**src/rtl/pipe_hazard_ctrl.sv**
```systemverilog
// Y-86 five-stage pipeline control: per-register stall/bubble decisions, a sticky
// RUN/EXC/HALT state machine and saturating performance counters.
module pipe_hazard_ctrl #(
  parameter int          CNT_W    = 32,
  parameter logic [3:0]  STAT_AOK = 4'b1000
) (
  input  logic             clk,
  input  logic             rst,
  input  logic             run_en,
  input  logic [3:0]       D_icode,
  input  logic [3:0]       d_srcA,
  input  logic [3:0]       d_srcB,
  input  logic [3:0]       E_icode,
  input  logic [3:0]       E_destM,
  input  logic             e_Cnd,
  input  logic [3:0]       M_icode,
  input  logic [3:0]       m_stat,
  input  logic [3:0]       W_stat,
  input  logic [3:0]       W_icode,
  output logic             F_stall,
  output logic             D_stall,
  output logic             E_stall,
  output logic             M_stall,
  output logic             W_stall,
  output logic             D_bubble,
  output logic             E_bubble,
  output logic             M_bubble,
  output logic             set_cc,
  output logic [1:0]       cpu_state,
  output logic             halted,
  output logic [3:0]       final_stat,
  output logic [CNT_W-1:0] cycle_cnt,
  output logic [CNT_W-1:0] retired_cnt,
  output logic [CNT_W-1:0] bubble_cnt,
  output logic [CNT_W-1:0] stall_cnt
);

  localparam logic [1:0] ST_RUN  = 2'b00;
  localparam logic [1:0] ST_EXC  = 2'b01;
  localparam logic [1:0] ST_HALT = 2'b10;

  localparam logic [3:0] I_NOP    = 4'h1;
  localparam logic [3:0] I_MRMOVL = 4'h5;
  localparam logic [3:0] I_OPL    = 4'h6;
  localparam logic [3:0] I_JXX    = 4'h7;
  localparam logic [3:0] I_RET    = 4'h9;
  localparam logic [3:0] I_POPL   = 4'hB;
  localparam logic [3:0] R_NONE   = 4'hF;

  localparam logic [CNT_W-1:0] CNT_ONE = CNT_W'(1);
  localparam logic [CNT_W-1:0] CNT_MAX = {CNT_W{1'b1}};

  logic [1:0] state;
  logic [1:0] state_nxt;
  logic [3:0] final_nxt;
  logic       lu;
  logic       rt;
  logic       mp;
  logic       advance;

  // Hazard terms: load/use, ret in flight, mispredicted conditional jump.
  always_comb begin
    lu = ((E_icode == I_MRMOVL) || (E_icode == I_POPL)) && (E_destM != R_NONE) &&
         ((E_destM == d_srcA) || (E_destM == d_srcB));
    rt = (D_icode == I_RET) || (E_icode == I_RET) || (M_icode == I_RET);
    mp = (E_icode == I_JXX) && !e_Cnd;
  end

  // Only RUN and EXC advance; an unused encoding behaves like HALT.
  assign advance = run_en && ((state == ST_RUN) || (state == ST_EXC));

  always_comb begin
    F_stall  = 1'b0;
    D_stall  = 1'b0;
    E_stall  = 1'b0;
    M_stall  = 1'b0;
    W_stall  = 1'b0;
    D_bubble = 1'b0;
    E_bubble = 1'b0;
    M_bubble = 1'b0;
    set_cc   = 1'b0;
    if (!advance) begin
      F_stall = 1'b1;
      D_stall = 1'b1;
      E_stall = 1'b1;
      M_stall = 1'b1;
      W_stall = 1'b1;
    end else if (state == ST_RUN) begin
      F_stall  = lu || rt;
      D_stall  = lu;
      D_bubble = mp || (rt && !lu);
      E_bubble = mp || lu;
      set_cc   = (E_icode == I_OPL) && (m_stat == STAT_AOK) && (W_stat == STAT_AOK);
    end else begin
      // Exception drain: younger stages keep resolving hazards, stall beats bubble.
      F_stall  = 1'b1;
      D_stall  = lu;
      D_bubble = (mp || (rt && !lu)) && !lu;
      E_bubble = mp || lu;
      M_bubble = 1'b1;
    end
  end

  always_comb begin
    state_nxt = state;
    final_nxt = final_stat;
    if (advance) begin
      if (W_stat != STAT_AOK) begin
        state_nxt = ST_HALT;
        final_nxt = W_stat;
      end else if ((state == ST_RUN) && (m_stat != STAT_AOK)) begin
        state_nxt = ST_EXC;
      end
    end
  end

  always_ff @(posedge clk or posedge rst) begin
    if (rst) begin
      state      <= ST_RUN;
      final_stat <= STAT_AOK;
    end else begin
      state      <= state_nxt;
      final_stat <= final_nxt;
    end
  end

  always_ff @(posedge clk or posedge rst) begin
    if (rst) begin
      cycle_cnt   <= '0;
      retired_cnt <= '0;
      bubble_cnt  <= '0;
      stall_cnt   <= '0;
    end else if (advance) begin
      if (cycle_cnt != CNT_MAX)
        cycle_cnt <= cycle_cnt + CNT_ONE;
      if ((W_icode != I_NOP) && (W_stat == STAT_AOK) && (retired_cnt != CNT_MAX))
        retired_cnt <= retired_cnt + CNT_ONE;
      if ((D_bubble || E_bubble || M_bubble) && (bubble_cnt != CNT_MAX))
        bubble_cnt <= bubble_cnt + CNT_ONE;
      if (F_stall && (stall_cnt != CNT_MAX))
        stall_cnt <= stall_cnt + CNT_ONE;
    end
  end

  assign cpu_state = state;
  assign halted    = (state == ST_HALT);

endmodule
```
**config.mk**
```make
export PLATFORM = sky130hd
export DESIGN_NAME = pipe_hazard_ctrl
export DESIGN_NICKNAME = d
export VERILOG_FILES = /design/src/rtl/pipe_hazard_ctrl.sv
export SDC_FILE = /design/constraint.sdc
export NUM_CORES = 1
export LEC_CHECK = 0
export CORE_AREA = 5 5 123 125
export DETAILED_ROUTE_END_ITERATION = 8
export DIE_AREA = 0 0 128 130
export PLACE_DENSITY = 0.88
export SETUP_SLACK_MARGIN = 0.02
export SLEW_MARGIN = 10
export SYNTH_ARGS = -nofsm -noshare
export SYNTH_HDL_FRONTEND = slang
export SYNTH_SLANG_ARGS = --single-unit
```
**constraint.sdc**
```tcl
create_clock -name clk -period 7.2 [get_ports clk]
set_clock_uncertainty 0.15 [all_clocks]
set_input_delay 2.16 -clock clk [delete_from_list [all_inputs] [get_ports clk]]
set_output_delay 2.16 -clock clk [all_outputs]
set_load 0.01 [all_outputs]
```
**Word-level counts from Yosys, hierarchy flattened**

Index checks and enable logic that the tools add are counted.

- Register bits after elaboration: 134

- $add $sub $neg: 4
- Multiplexer cells: 13
- Eq/ne operators: 21
- Reductions and logical operators: 33

Operators with widths:

| operator | number |
|---|---|
| 32-bit by 1-bit adder with 32-bit output, second input constant | 4 |
| 32-bit inequality test, second input constant | 4 |
| 4-bit == test, second input constant | 6 |
| 1-bit logical AND | 13 |
| 4-bit by 3-bit == test with 1-bit output, second input constant | 3 |
| 4-bit inequality test, second input constant | 3 |
| 2-bit AND reduction | 6 |
| 1-bit 2-to-1 mux | 11 |
| 1-bit logical OR | 10 |
| 4-bit == test | 2 |
| 2-bit 2-to-1 mux | 2 |
| 4-bit by 1-bit inequality test with 1-bit output, second input constant | 1 |
| 2-bit by 1-bit == test with 1-bit output, second input constant | 1 |
| 2-bit == test, second input constant | 1 |
| 1-bit logical NOT | 2 |
| 2-bit logical NOT | 1 |
| 2-bit nonzero test | 1 |

**Depth between registers and ports, before layout**

- Word-level depth: 14
- Gate-level depth with buffers: 8

**Least setup slack after synthesis**

No wires, ideal clock.

- Path type: input to output
- From: input port E_icode[2]
- To: output port F_stall
- Data arrival time: 3,450 ps
- Setup slack: 1,440 ps
- Cell stages on the path: 4
- Cell sequence: and4bb_2 or3_1 or3_4 or3_1

- Longest elaborated chain between the ends: 7

Ends and longest elaborated chain:

| item | line | text |
|---|---|---|
| start: declaration | 13 | `input logic [3:0] E_icode,` |
| 4-bit by 3-bit == test with 1-bit output / 4-bit == test (equally long branches) | 63 | `lu = ((E_icode == I_MRMOVL) \|\| (E_icode == I_POPL)) && (E_destM != R_NONE) &&` |
| 1-bit logical OR | 63 |  |
| 1-bit logical AND (2 in a row) | 63 |  |
| 1-bit logical OR * | 89 | `F_stall = lu \|\| rt;` |
| 1-bit 2-to-1 mux * | 88 | `end else if (state == ST_RUN) begin` |
| 1-bit 2-to-1 mux * | 82 | `if (!advance) begin` |
| end: declaration | 20 | `output logic F_stall,` |

Every way passes the cells marked *; elsewhere a longest branch is shown, timed or not.

**Final worst setup path**

Same ends and word-level chain as after synthesis.

==> results.yml <==
status:
  status: "finished clean"
cts:
  insertion_delay_ns: 0.42
  cts_sinks: 134
  tritoncts: "built"
  cts_hold_buffers: 0
  clockRootBuffer: "clkbuf_16"
  cts_max_level: 4
  path_clk_slew_ns: 0.06
  clock_path_buffers: 2
  ctsResizeCount: 0
  post_cts_buffers: 0
  numCtsBuffers: 17
timing:
  slew_headroom: 0.342
  fin_crit_ns: 6.82
  fmax_mhz: 147
  rsz0062_at_grt: "no"
  tns_ns: 0
  whs_ns: 0.339
  setup_viol: 0
  period_share: 0.947
  fin_ws_ns: 0.379
  worst_pin_slew_ns: 0.978
  hold_viol_final: 0
  maxSlewViolCount: 0
synthesis:
  synthesis.area_sq_um: 6630
  synth_seq_area_share: 0.506
  yosys_register_bits: 134
  syn_inst: 635
  ys_async_sr_fraction: 1.00
  yosysMostFrequentCell: "dfrtp_1"
  synth.avg_cell_area_sq_um: 10.4
  synthTopCellsByCount: "133 x dfrtp_1, 76 x xnor2_1, 55 x nand2_1"
  syn-num-nets: 679
  synth_top_area_frac: 0.502
  yosysWarnings: 0
  synth-main-ff-cell: "dfrtp_1"
  synth_area_leaders: "dfrtp_1 50%, xnor2_1 10%, xor2_1 7.1%, nand4_1 4.5%, nand3_1 3.2%"
  synth_edf_count: 0
  synth.distinct_cells: 54
  yosys.area.top_type: "dfrtp_1"
floorplan:
  coreArea_sq_um: 13800
  num_rows: 43
  io_pins: 184
  die_w_um: 128
  die-area_sq_um: 16600
  initial_core_util: 0.481
  die-height_um: 130
worst_setup_path:
  critical_path_required_ns: 4.89
  end_kind: "primary output"
  start_kind: "primary input"
  crit_path_max_fanout: 4
  cpPeakStageDelay_ns: 0.50
  arrival_ns: 4.51
  crit_slowest_cell: "clkdlybuf4s50_1"
  crit_chain: "clkdlybuf4s50_1, and4bb_2, or3_1, or3_4, or3_1, clkdlybuf4s50_1"
  path_class: "primary input to primary output"
routing:
  vias_per_cell: 5.51
  drtPass1Iterations: 5
  vias: 5652
  finalWirelength_um: 17800
  drt_iter0_drc: 538
  antenna_left: 0
  routedWlPerCell_um: 17.4
  drc: 0
grt:
  grt_use_total: 0.218
  grt_antenna_before_repair: 0
  overflow: 0
  first_global_vias: 5683
  grt_pass1_wl_um: 28900
  grt_max_degree: 52
finish:
  regArea_sq_um: 3350
  area_growth_pct: 40.3
  fin_cells: 1025
  multi_input_area_sq_um: 3140
  layout-drive-gt1-share: 0.0734
  nFillCells: 1030
  nets: 876
  antenna_cells: 0
min_path:
  min_path_type: "flop to flop"
placement:
  port_buffers: 183
  place.gp.congestion: 0.854
  dp_hpwl_um: 12700
  post-place-ws_ns: 0.376
  dp_cells: 993
power_and_ir_drop:
  leakage_nw: 3.99
  ir_drop_mv: 0.149
  fin_total_pwr_w: 0.00210
  power.density_nw_per_um2: 226
flow_run:
  cap_viol_max_count: 0
per-stage QoR:
step	util	cell area, sq um
after global placement	0.629	8670
after CTS	0.675	9300
after floorplan	-	6630
final	0.675	9300
after global routing	0.675	9300
after detailed placement	0.629	8670
cell usage in the layout, fill, tap and decap left out, types with 8 or more instances in the layout:
cell type,netlist,layout
nor2_1,47,47
nor4_1,14,14
inv_1,15,14
clkbuf_16,0,17
xor2_1,54,54
nand3_1,42,42
nand4_1,48,48
dfrtp_1,133,133
buf_4,3,8
clkdlybuf4s50_1,0,183
and3_1,22,22
xnor2_1,76,76
nor3_1,32,32
and4_1,9,9
nand2_1,55,55
report_power, final:
group          internal (W)  leakage [nW]  total [W]  switching [W]
combinational      0.000166          1.89   0.000302       0.000136
clock              0.000595         0.301   0.000921       0.000326
sequential         0.000805          1.80   0.000873      0.0000687
total               0.00157          3.99    0.00210       0.000531
path summary, 6_finish.rpt:
path	slack (ns)	cells after the start	endpoint	from
worst max-delay path	0.38	6	F_stall	E_icode[2]
worst min-delay path	0.34	1	retired_cnt[28]	retired_cnt[28]
worst max register to register	4.16	7	stall_cnt[30]	stall_cnt[0]
worst min register to register	0.34	1	retired_cnt[28]	retired_cnt[28]
max in group asynchronous	3.87	3	retired_cnt[30]	rst
min in group asynchronous	2.00	2	cycle_cnt[16]	rst
layer usage:
metal | global-route usage | vias to the layer above | wire length (um) | part of all wire
li1 | - | 2653 | - | -
met1 | 0.281 | 2756 | 7470 | 0.42
met2 | 0.355 | 202 | 8900 | 0.50
met3 | 0.0463 | 41 | 962 | 0.054
met4 | 0.0986 | 0 | 491 | 0.028
met5 | 0 | - | 0 | 0
flip-flops by register name, indices dropped and copies added, names as in the netlist:
name / count
cpu_state: 2
cycle_cnt: 32
retired_cnt: 32
stall_cnt: 32
bubble_cnt: 32
final_stat: 4
logic make-up after synthesis:
logic type	synth area share
flops	0.506
fa+ha+maj	0.00755
mux	0.00680
simple gates	0.261
xor+xnor	0.172
buf+inv	0.0211
compound gates	0.0259
worst max-delay path: cells and delay by family:
| family | cells | cell delay [ns] |
|---|---|---|
| simple gates | 4 | 1.35 |
| buf+inv | 2 | 1.00 |
final cells by class:
cell class | count | share of cell area
multi-input cells | 473 | 0.337
inverters | 15 | 0.00632
flip-flops and latches | 134 | 0.361
clock inverters | 13 | 0.0192
repair buffers | 191 | 0.203
clock buffers | 19 | 0.0487
well taps | 180 | 0.0242
No activity file was read; power rests on OpenSTA's default activity.
